## config.mk

```make
export PLATFORM = sky130hd
export DESIGN_NAME = cv32e40p_obi_mo_interface
export DESIGN_NICKNAME = d
export VERILOG_FILES = /design/src/rtl/cv32e40p_obi_mo_interface.sv
export SDC_FILE = /design/constraint.sdc
export NUM_CORES = 1
export LEC_CHECK = 0
export BUFFER_PORTS_ARGS = -buffer_cell sky130_fd_sc_hd__buf_2
export CORE_MARGIN = 2
export CORE_UTILIZATION = 33
export DETAILED_ROUTE_END_ITERATION = 8
export REMOVE_ABC_BUFFERS = 1
export SYNTH_ARGS = -nofsm -noshare
export SYNTH_HDL_FRONTEND = slang
export SYNTH_SLANG_ARGS = --single-unit
```

## constraint.sdc

```tcl
create_clock -name clk -period 2.7 [get_ports clk]
set_input_delay 0.54 -clock clk [delete_from_list [all_inputs] [get_ports clk]]
set_output_delay 0.54 -clock clk [all_outputs]
set_load 0.02 [all_outputs]
```

## src/rtl/cv32e40p_obi_mo_interface.sv

```systemverilog
// OBI master adapter with up to MAX_OUTSTANDING in-flight transactions.
// Holds the address phase stable until it is granted and keeps a FIFO of the
// we bit of each accepted transaction, so every response carries its we.
module cv32e40p_obi_mo_interface #(
  parameter int unsigned TRANS_STABLE    = 0,
  parameter int unsigned ADDR_WIDTH      = 32,
  parameter int unsigned DATA_WIDTH      = 32,
  parameter int unsigned MAX_OUTSTANDING = 2,
  localparam int unsigned BE_W  = DATA_WIDTH / 8,
  localparam int unsigned CNT_W = $clog2(MAX_OUTSTANDING + 1)
) (
  input  logic                  clk,
  input  logic                  rst_n,
  // Transaction port
  input  logic                  trans_valid_i,
  output logic                  trans_ready_o,
  input  logic [ADDR_WIDTH-1:0] trans_addr_i,
  input  logic                  trans_we_i,
  input  logic [BE_W-1:0]       trans_be_i,
  input  logic [DATA_WIDTH-1:0] trans_wdata_i,
  input  logic [5:0]            trans_atop_i,
  // Response port
  output logic                  resp_valid_o,
  output logic [DATA_WIDTH-1:0] resp_rdata_o,
  output logic                  resp_err_o,
  output logic                  resp_we_o,
  // OBI bus
  output logic                  obi_req_o,
  input  logic                  obi_gnt_i,
  output logic [ADDR_WIDTH-1:0] obi_addr_o,
  output logic                  obi_we_o,
  output logic [BE_W-1:0]       obi_be_o,
  output logic [DATA_WIDTH-1:0] obi_wdata_o,
  output logic [5:0]            obi_atop_o,
  input  logic [DATA_WIDTH-1:0] obi_rdata_i,
  input  logic                  obi_rvalid_i,
  input  logic                  obi_err_i,
  // Status
  output logic [CNT_W-1:0]      outstanding_o,
  output logic                  idle_o,
  output logic                  proto_err_o
);

  localparam int unsigned PTR_W = (MAX_OUTSTANDING > 1) ? $clog2(MAX_OUTSTANDING) : 1;

  typedef enum logic {StTransparent, StRegistered} state_e;

  state_e                 state_q;
  logic [ADDR_WIDTH-1:0]  addr_q;
  logic                   we_q;
  logic [BE_W-1:0]        be_q;
  logic [DATA_WIDTH-1:0]  wdata_q;
  logic [5:0]             atop_q;

  logic [MAX_OUTSTANDING-1:0] fifo_q;
  logic [PTR_W-1:0]           wptr_q, rptr_q;
  logic [CNT_W-1:0]           count_q, count_d;
  logic                       proto_err_q;

  logic full, accept, pop;

  function automatic logic [PTR_W-1:0] ptr_next(input logic [PTR_W-1:0] p);
    return (p == PTR_W'(MAX_OUTSTANDING - 1)) ? '0 : p + PTR_W'(1);
  endfunction

  // Request path: pass-through or held address phase; full uses registered count only
  always_comb begin
    full          = (count_q == CNT_W'(MAX_OUTSTANDING));
    obi_addr_o    = trans_addr_i;
    obi_we_o      = trans_we_i;
    obi_be_o      = trans_be_i;
    obi_wdata_o   = trans_wdata_i;
    obi_atop_o    = trans_atop_i;
    obi_req_o     = trans_valid_i && !full;
    trans_ready_o = !full;
    if (TRANS_STABLE != 0) begin
      trans_ready_o = obi_gnt_i && !full;
    end else if (state_q == StRegistered) begin
      obi_addr_o    = addr_q;
      obi_we_o      = we_q;
      obi_be_o      = be_q;
      obi_wdata_o   = wdata_q;
      obi_atop_o    = atop_q;
      obi_req_o     = 1'b1;
      trans_ready_o = 1'b0;
    end
  end

  // Response path and outstanding bookkeeping
  always_comb begin
    accept  = obi_req_o && obi_gnt_i;
    pop     = obi_rvalid_i && (count_q != '0);
    count_d = count_q;
    if (accept && !pop) begin
      count_d = count_q + CNT_W'(1);
    end else if (!accept && pop) begin
      count_d = count_q - CNT_W'(1);
    end
    resp_valid_o  = obi_rvalid_i;
    resp_rdata_o  = obi_rdata_i;
    resp_err_o    = obi_err_i;
    resp_we_o     = pop ? fifo_q[rptr_q] : 1'b0;
    outstanding_o = count_q;
    idle_o        = (count_q == '0) && !obi_req_o;
    proto_err_o   = proto_err_q;
  end

  // Address-phase FSM: capture an ungranted request and hold it until granted
  always_ff @(posedge clk or negedge rst_n) begin
    if (!rst_n) begin
      state_q <= StTransparent;
      addr_q  <= '0;
      we_q    <= 1'b0;
      be_q    <= '0;
      wdata_q <= '0;
      atop_q  <= '0;
    end else begin
      unique case (state_q)
        StTransparent: begin
          if ((TRANS_STABLE == 0) && obi_req_o && !obi_gnt_i) begin
            state_q <= StRegistered;
            addr_q  <= trans_addr_i;
            we_q    <= trans_we_i;
            be_q    <= trans_be_i;
            wdata_q <= trans_wdata_i;
            atop_q  <= trans_atop_i;
          end
        end
        StRegistered: begin
          if (obi_gnt_i) state_q <= StTransparent;
        end
        default: state_q <= StTransparent;
      endcase
    end
  end

  // Tag FIFO, counter and sticky protocol error
  always_ff @(posedge clk or negedge rst_n) begin
    if (!rst_n) begin
      fifo_q      <= '0;
      wptr_q      <= '0;
      rptr_q      <= '0;
      count_q     <= '0;
      proto_err_q <= 1'b0;
    end else begin
      if (accept) begin
        fifo_q[wptr_q] <= obi_we_o;
        wptr_q         <= ptr_next(wptr_q);
      end
      if (pop) rptr_q <= ptr_next(rptr_q);
      count_q <= count_d;
      // A response with nothing outstanding cannot be matched to a request
      if (obi_rvalid_i && (count_q == '0)) proto_err_q <= 1'b1;
    end
  end

endmodule
```

==> results.md, run 1 <==
Cells and area:
- The multi-input combinational cells in the finished layout cover a total of between 1500 and 2000 um2.
- Fill cells in the final layout number around 1.3k.
- After the flow finishes, the layout carries non-filler instances totaling 621.
- The final standard cell utilization of the core is 0.4122.
- The area growth from synthesis to layout is 23.45%.
- Summing all flip-flop and latch instances after layout gives 2081 um2.
- The final net count is around 560.
- The library cell used most frequently in the layout, excluding fill and tap cells, is buf_2.
- The repair_antennas step left the layout with diodes totalling 0.
- In the final layout, the share of cells above drive strength 1 is 0.6382.
- Leaving out fill and tap cells, the most frequent cells in the layout are buf_2 (161), mux2_2 (100), dfrtp_1 (82).

Clock tree:
- The clock tree buffer depth is 2.
- The number of gates resized after CTS is 0.
- The buffer type at the clock tree root is clkbuf_16.
- The clock sink count is just over 80.
- The number of H-tree branching levels is 3.
- The clock slew seen by the registers of the worst setup and hold paths is 0.06 ns.
- The clock tree from TritonCTS is done.
- The number of buffers created by CTS is 9.
- The number of buffers added to fix hold violations after cts is 0.
- The worst-skew pair later-pin latency is 0.33 ns.

STA:
- The smallest setup slack after layout is 0.3072 ns.
- The clock period minus final worst setup slack is 2.393 ns.
- The ratio of final minimum period to clock period is 0.8862.
- The transition time at the pin with the least slew margin is about 0.53 ns.
- The achievable clock frequency is 417.9 MHz.
- The setup clock skew after layout is 0.005882 ns.
- The final-report max-slew violation count is 0.
- The final sum of negative setup slack is 0 ns.
- The final-report hold violation count is 0.
- Setup repair after global routing left no endpoint under its margin.
- Measured against its own limit, the worst slew margin works out to 0.6451.
- Setup violations remaining at the end of the flow were counted as 0.

Hold path:
- The worst hold-check path type is in -> async.

Pwr:
- The power per standard cell area is 1013 nW/um2.
- The worst-case IR drop observed on VDD is 0.0003698 V.
- Of the total power, combinational logic draws 0.392.
- The net switching share of the total power is 0.3447.
- The clock share of power is 0.203.
- For this design the static power due to leakage is 2.472 nW.
- The internal power is 0.003583 W.
- Of the total power, registers draw 0.405.
- The switching power of the nets is 0.001884 W.

Route:
- Across all layers, the routed design uses 2,938 vias.
- The pre-antenna-repair detailed-routing pass consisted of 6 iterations.
- The first routing iteration left 126 violations.
- After detailed routing, the number of remaining DRC violations is 0.
- The via count normalized by instance count is 4.731.
- The routed length on met3 is 1.051 mm.
- The highest routed metal layer is met5.
- For this block, wires on met1 add up to 4.872 mm.
- Dividing the detail-routed wire length by the instance count gives 17.04 um.
- The detail route stage leaves a number of antenna-violating nets equal to 0.
- In the detailed route, the total length drawn on met2 is 4.491 mm.
- The routed design has about 11 mm of wire.

Yosys:
- The netlist uses 27 different library cells.
- The count of warnings emitted by yosys is 0.
- In this run, synthesis inferred 0 flip-flops with an integrated enable.
- The cell area after synthesis is 4369 um2.
- For this run, the leading register cell type out of synthesis is dfrtp_1.
- After synthesis the netlist holds a flip-flop and latch count of 83.
- For this run, the register share of the synthesized area comes to 0.4754.
- The fraction of synthesis flops using an asynchronous set or reset pin is 1.000.
- Counting every instance in the synthesized netlist gives 315.
- The average size of a mapped cell is 13.87 um2.

Floorplan:
- The die covers 14,180 um2.
- In this run the core area contains 42 standard-cell rows.
- For this configuration, the core starts out at a cell density of 0.3339.
- The number of placed I/O pins is ~230.
- Measured along the x axis, the die boundary spans 119.1 um.
- The area of the core is 13,090 um2.
- The die span in y is ~120 um.

Worst setup path:
- The critical path goes through buf_16 -> mux2_2 -> buf_2.
- The peak fanout along the critical path is between 40 and 50.
- The kind of launch point of the worst setup path is a register.
- The cell family with the largest share of critical-path delay is flip-flops.
- STA puts the critical path data required time at roughly 2.2 ns.
- The worst setup path is captured at an output port.
- At the worst endpoint, the arrival time is between 1.5 and 2 ns.
- The slowest library cell on the worst path is dfrtp_4.
- The critical path is of the reg -> out type.
- The maximum single-stage delay on the critical path is ~0.68 ns.
- Together, buffers and inverters on the worst path number 2.

GRT:
- The first global-routing pass estimated around 16 mm of wire.
- Global routing finished with a remaining overflow of 0.
- The largest net degree at the start of global routing is 83.
- The all-layer global routing usage is 0.1453.
- The number of global-route vias before repair is 3,059.
- The initial antenna violation count came to 0.

Status:
- The run finished with clean final reports.

Placed design:
- Routability-driven placement finished with a final weighted congestion of 0.6860.
- At the placement stage, the worst setup path has a slack of 0.4070 ns.
- Buffers placed on the I/O ports in this run total approximately 160.
- The number of placed instances, taps included is about 600.
- Detailed placement ended at an HPWL of between 7 and 8 mm.

Flow run:
- Max-cap violations in this run came to 0.
## path summary, 6_finish.rpt
| kind | to | slack, ns | start | cells past startpoint |
|---|---|---|---|---|
| setup / recovery | obi_addr_o[19] | 0.31 | state_q$_DFF_PN0_ | 3 |
| hold / removal | addr_q[12]$_DFFE_PN0P_ | 0.19 | rst_n | 1 |
| setup reg to reg | wdata_q[6]$_DFFE_PN0P_ | 0.52 | state_q$_DFF_PN0_ | 4 |
| hold reg to reg | proto_err_o$_DFFE_PN0P_ | 0.46 | proto_err_o$_DFFE_PN0P_ | 1 |
| max in group asynchronous | wdata_q[17]$_DFFE_PN0P_ | 1.86 | rst_n | 2 |
| min in group clk | addr_q[7]$_DFFE_PN0P_ | 0.44 | trans_addr_i[7] | 2 |
## synth_stat cells (2+ instances only)
cell,count,share of area
mux2_2,100,0.26
buf_6,6,0.015
buf_2,11,0.013
xnor2_1,3,0.0060
dfrtp_1,83,0.48
a21oi_1,2,0.0023
buf_4,34,0.058
xor2_1,2,0.0040
nor2_1,6,0.0052
mux2_1,50,0.13
a21o_1,2,0.0034
## metrics by stage
step / cell area, um2 / hold WS (ns) / total power [W]
after CTS: 5346 / 0.1969 / 0.005503
final: 5394 / 0.1877 / 0.005467
after global placement: 5085 / 0.4365 / 0.004282
after global routing: 5394 / 0.2178 / 0.005860
after floorplan: 3988 / 0.2444 / 0.003689
after detailed placement: 5085 / 0.4473 / 0.004354
## area by class of cell
cell class              instances  area share
multi-input cells             179      0.3535
well taps                     176     0.04083
repair buffers                167      0.1707
clock buffers                  12     0.04570
inverters                       1   0.0006959
flip-flops and latches         83      0.3858
clock inverters                 3    0.002784
## registers in the layout (all words and copies together) (netlist names), 2 cells and up
register and flops:
addr_q 32, outstanding_o 2, atop_q 6, wdata_q 32, fifo_q 2, be_q 4
## repair_timing
| item | in CTS | in global routing |
|---|---|---|
| buffers inserted | 0 | 2 |
| endpoints found under the setup margin | 0 | 75 |
| hold endpoints to repair | 0 | 0 |
## power groups by stage
stage                     Sequential (W)  Clock (W)  Combinational, W
final                            0.00221    0.00111           0.00214
after global routing             0.00230    0.00123           0.00233
after CTS                        0.00227    0.00116           0.00208
after detailed placement         0.00228          0           0.00207
after global placement           0.00225          0           0.00203
after floorplan                  0.00217          0           0.00152
## cells by family after synthesis
logic type | synth area share
adder cells (fa/ha/maj) | 0.002863
buffers and inverters | 0.08820
AO/OA/AOI/OAI | 0.01432
multiplexers | 0.3889
XOR/XNOR | 0.01002
AND/OR/NAND/NOR | 0.02034
flip-flops | 0.4754
## layer usage
layer  track usage  vias up
met3       0.07615       11
met1        0.2004     1439
met2        0.1900      144
met4       0.04911        2
met5       0.02574        -
li1              -     1342
Power figures use the tool's default switching activity.
==> run 2: changes to the inputs <==
--- a/config.mk
+++ b/config.mk
@@ -5,6 +5,7 @@
 export SDC_FILE = /design/constraint.sdc
 export NUM_CORES = 1
 export LEC_CHECK = 0
+export ABC_AREA = 1
 export BUFFER_PORTS_ARGS = -buffer_cell sky130_fd_sc_hd__buf_2
 export CORE_MARGIN = 2
 export CORE_UTILIZATION = 33
==> results.md, run 2 <==
Status:
- The flow ran to the end, and the final reports show no timing, DRC or antenna violations.

Yosys:
- After synthesis, the largest family of logic cells by area is simple AND/OR/NAND/NOR gates.
- The adder and majority gate portion of the synthesized area was 0.002666 (-0.0001977).
- The gate count of the mapped netlist came to 658 (+110%).
- The fraction of synthesis flops using an asynchronous set or reset pin is 1.000 (unchanged).
- The simple-gate share of the synthesized area was 0.4220 (+0.4017).
- The number of unique standard cell types used by synthesis was 19 (-30%).
- The count of warnings emitted by yosys is 0 (unchanged).
- The post-synthesis mux area share was 0 (-0.3889).
- Among all cell types in the netlist, the one instantiated most often is nand2_1.
- After synthesis, the most frequently instantiated cells are nand2_1 (390), dfrtp_1 (83), nand4_1 (77).
- The portion of synthesized cell area occupied by the leading cell type is 0.4425 (-0.03282).
- The fraction of the mapped netlist area in compound gates is 0.005332 (-0.008987).
- The xor-xnor portion of the synthesized cell area is 0.005599 (-0.004424).
- The sequential area share after synthesis was 0.4425 (-0.03282).
- The cell area after synthesis is 4693 um2 (+7.4%).
- The number of enable flip-flop cells after synthesis came to 0 (unchanged).
- The average size of a mapped cell was 7.133 um2 (-49%).
- The synthesized design spends more area on one cell type than any other, namely dfrtp_1.
- The most used flip-flop cell after synthesis is dfrtp_1.
- The flip-flop and latch count after synthesis is 83 (unchanged).
- By area the synthesized netlist is led by dfrtp_1 (44%), nand2_1 (31%), nand4_1 (10%).

STA:
- The setup clock skew after layout is 0.005168 ns (-0.0007138 ns).
- The relative max-transition margin is 0.4420 (-0.2031).
- The clock period minus final worst setup slack was 2.295 ns (-0.09805 ns).
- The final-report hold violation count is 0 (unchanged).
- The final-report max-slew violation count came to 0 (unchanged).
- The number of failing setup endpoints in the final timing report is 0 (unchanged).
- The achievable clock frequency is 435.8 MHz (+4.3%).
- The ratio of final minimum period to clock period is 0.8499 (-0.03631).
- The transition time at the pin with the least slew margin was 0.8370 ns (+0.3046 ns).
- The tightest hold margin is 0.1175 ns (-0.07017 ns).
- Setup repair after global routing left no endpoint under its margin.

Cells and area:
- The area growth from synthesis to layout is 19.62%.
- The library cell used most frequently in the layout, excluding fill and tap cells, is nand2_1.
- The top cell types in the final layout, fill and taps aside, are nand2_1 (390), buf_2 (161), dfrtp_1 (82).
- The final standard cell utilization of the core was 0.4045 (-0.007767).
- The antenna diode count is 0 (unchanged).
- The final net count is 871 (+57%).
- The final instance area is 5614 um2 (+4.1%).
- The fraction of final layout cells sized beyond drive strength 1 came to 0.2520 (-0.3862).
- In the final layout, the registers with the most flip-flops are addr_q (32), wdata_q (32), atop_q (6).

GRT:
- The wire length of the first global-routing pass is 20.50 mm (+28%).
- The initial antenna violation count was 0 (unchanged).
- The all-layer global routing usage came to 0.1726 (+0.02736).
- The global route total overflow came to 0 (unchanged).
- The largest net degree at the start of global routing is 77 (-7.2%).
- The number of global-route vias before repair is 3,909 (+28%).

Worst setup path:
- The data required time of the worst path was 2.16 ns (about the same).
- Traced cell by cell, the critical path runs through buf_4 -> nand2_1 -> nand2_1 -> buf_2.
- The slowest library cell on the worst path is buf_4.
- The worst setup path is launched from a register.
- Among the stages of the critical path, the cell type that occurs most often is nand2_1.
- The capturing element type of the critical path is an output port.
- The critical path in this run is classified as reg -> out.
- The data arrival time at the worst-slack endpoint came to 1.75 ns (-0.10 ns).
- The maximum single-stage delay on the critical path is 0.63 ns (-0.05 ns).
- The peak fanout along the critical path came to 76 (+85%).

Route:
- The detailed router used layers up to and including met4.
- The mean routed wirelength per cell was 13.94 um (-18%).
- The number of remaining DRC errors was 0 (unchanged).
- The first-iteration detailed-routing DRC count came to 313 (+150%).
- The first-pass iteration count of the detailed router came to 5 (-1).
- The post-detailed-route count of antenna-violating nets is 0 (unchanged).
- The routed length on met3 was 1.210 mm (+15%).
- The via count normalized by instance count is 4.727 (about the same).
- The met1 layer wirelength in the final routing was 6.675 mm (+37%).
- The total detailed-routing wirelength is 13.13 mm (+24%).
- The total number of vias came to 4,453 (+52%).
- The wire length on met2 is 5.101 mm (+14%).

Clock tree:
- The clock slew seen by the registers of the worst setup and hold paths was 0.06 ns (about the same).
- TritonCTS built the clock tree.
- The post-CTS setup buffer count is 0 (unchanged).
- The clock sink count was 83 (unchanged).
- The number of gates resized after CTS is 0 (unchanged).
- The number of buffers added to fix hold violations after cts was 0 (unchanged).
- The clock tree buffer depth was 2 (unchanged).
- The buffer type at the clock tree root is clkbuf_16.
- The worst-skew pair later-pin latency is 0.33 ns (about the same).
- The number of buffers created by CTS came to 9 (unchanged).
- The number of H-tree branching levels was 3 (unchanged).

Floorplan:
- The die outline area is 15,190 um2 (+7.2%).
- The row count came to 43 (+2.4%).
- The number of placed I/O pins is 229 (unchanged).
- The horizontal die dimension is 123.3 um (+3.5%).
- The starting density of the core came to 0.3381 (+0.004204).
- The area of the core came to 13,880 um2 (+6.1%).
- The die span in y is 123.3 um (+3.5%).

Pwr:
- The worst vdd rail ir drop is 0.0004515 V (+22%).
- The leakage power total is 3.299 nW (+33%).
- The power per standard cell area is 994.6 nW/um2 (-1.9%).

Flow run:
- The max-capacitance violation count is 0 (unchanged).

Placed design:
- The last weighted congestion value of the routability-driven placer is 0.7079 (+3.2%).
- The placed instance area was 5319 um2 (+4.6%).
- The placed wire-length estimate after detailed placement is 8.561 mm (+18%).
- The number of buffers inserted by port buffering is 162 (unchanged).

Hold path:
- The worst hold path belongs to the class in -> async.
==> run 2: cell types whose count changed in the layout (fill, tap and decap cells not counted), sizes merged, moves of 2 or more <==
| cell | previous run | this run |
|---|---|---|
| nand2 | 0 | 390 |
| nor2b | 2 | 0 |
| nand3 | 0 | 3 |
| inv | 1 | 10 |
| buf | 167 | 171 |
| nand4 | 0 | 77 |
| nor2 | 6 | 4 |
| mux2 | 150 | 0 |
==> run 2: final timing paths <==
kind / from / end / slack, ns / depth (start not counted)
worst max-delay path: state_q$_DFF_PN0_ / obi_addr_o[9] / 0.41 / 4
worst min-delay path: rst_n / addr_q[2]$_DFFE_PN0P_ / 0.12 / 1
worst max register to register: state_q$_DFF_PN0_ / outstanding_o[1]$_DFFE_PN0P_ / 0.80 / 8
worst min register to register: wdata_q[17]$_DFFE_PN0P_ / wdata_q[17]$_DFFE_PN0P_ / 0.47 / 2
max in group asynchronous: rst_n / wptr_q$_DFFE_PN0P_ / 1.99 / 2
min in group clk: obi_gnt_i / state_q$_DFF_PN0_ / 0.46 / 2
==> run 2: per-layer routing <==
metal,global-route usage,vias to the layer above
met5,0.01736,-
met4,0.05469,0
li1,-,2254
met1,0.2711,2007
met2,0.2136,180
met3,0.05950,12
==> run 2: logic make-up after synthesis <==
logic type,Yosys count
AND/OR/NAND/NOR,474
adder cells (fa/ha/maj),1
flip-flops,83
buffers and inverters,93
AO/OA/AOI/OAI,4
XOR/XNOR,3
==> run 2: power breakdown <==
| group | internal [W] | total, W | switching (W) |
|---|---|---|---|
| Combinational | 0.000735 | 0.00219 | 0.00146 |
| Clock | 0.000737 | 0.00121 | 0.000474 |
| Sequential | 0.00184 | 0.00218 | 0.000341 |
| Total | 0.00331 | 0.00558 | 0.00227 |
==> run 2: layout make-up <==
cell class,instances,area [um2]
fillers,1474,8267
flip-flops and latches,83,2078
multi-input cells,482,2044
repair buffers,171,930.9
clock buffers,11,242.7
well taps,180,225.2
clock inverters,5,52.55
inverters,10,40.04
==> run 2: critical path: cells and delay by family, from the launching register on <==
kind          cells  cell delay, ns
flops             1            0.38
simple gates      2            0.24
buf+inv           2            0.79
==> run 2: per-stage QoR <==
| stage | power, W | setup WS [ns] | setup TNS (ns) | std cells |
|---|---|---|---|---|
| 2_1_floorplan | 0.003609 | -1.408 | -174.30 | 575 |
| 3_3_place_gp | 0.004385 | 0.7365 | 0 | 926 |
| 3_5_place_dp | 0.004409 | 0.7442 | 0 | 926 |
| 4_1_cts | 0.005658 | 0.3698 | 0 | 942 |
| 5_1_grt | 0.006045 | 0.2144 | 0 | 942 |
| 6_report | 0.005584 | 0.4052 | 0 | 942 |
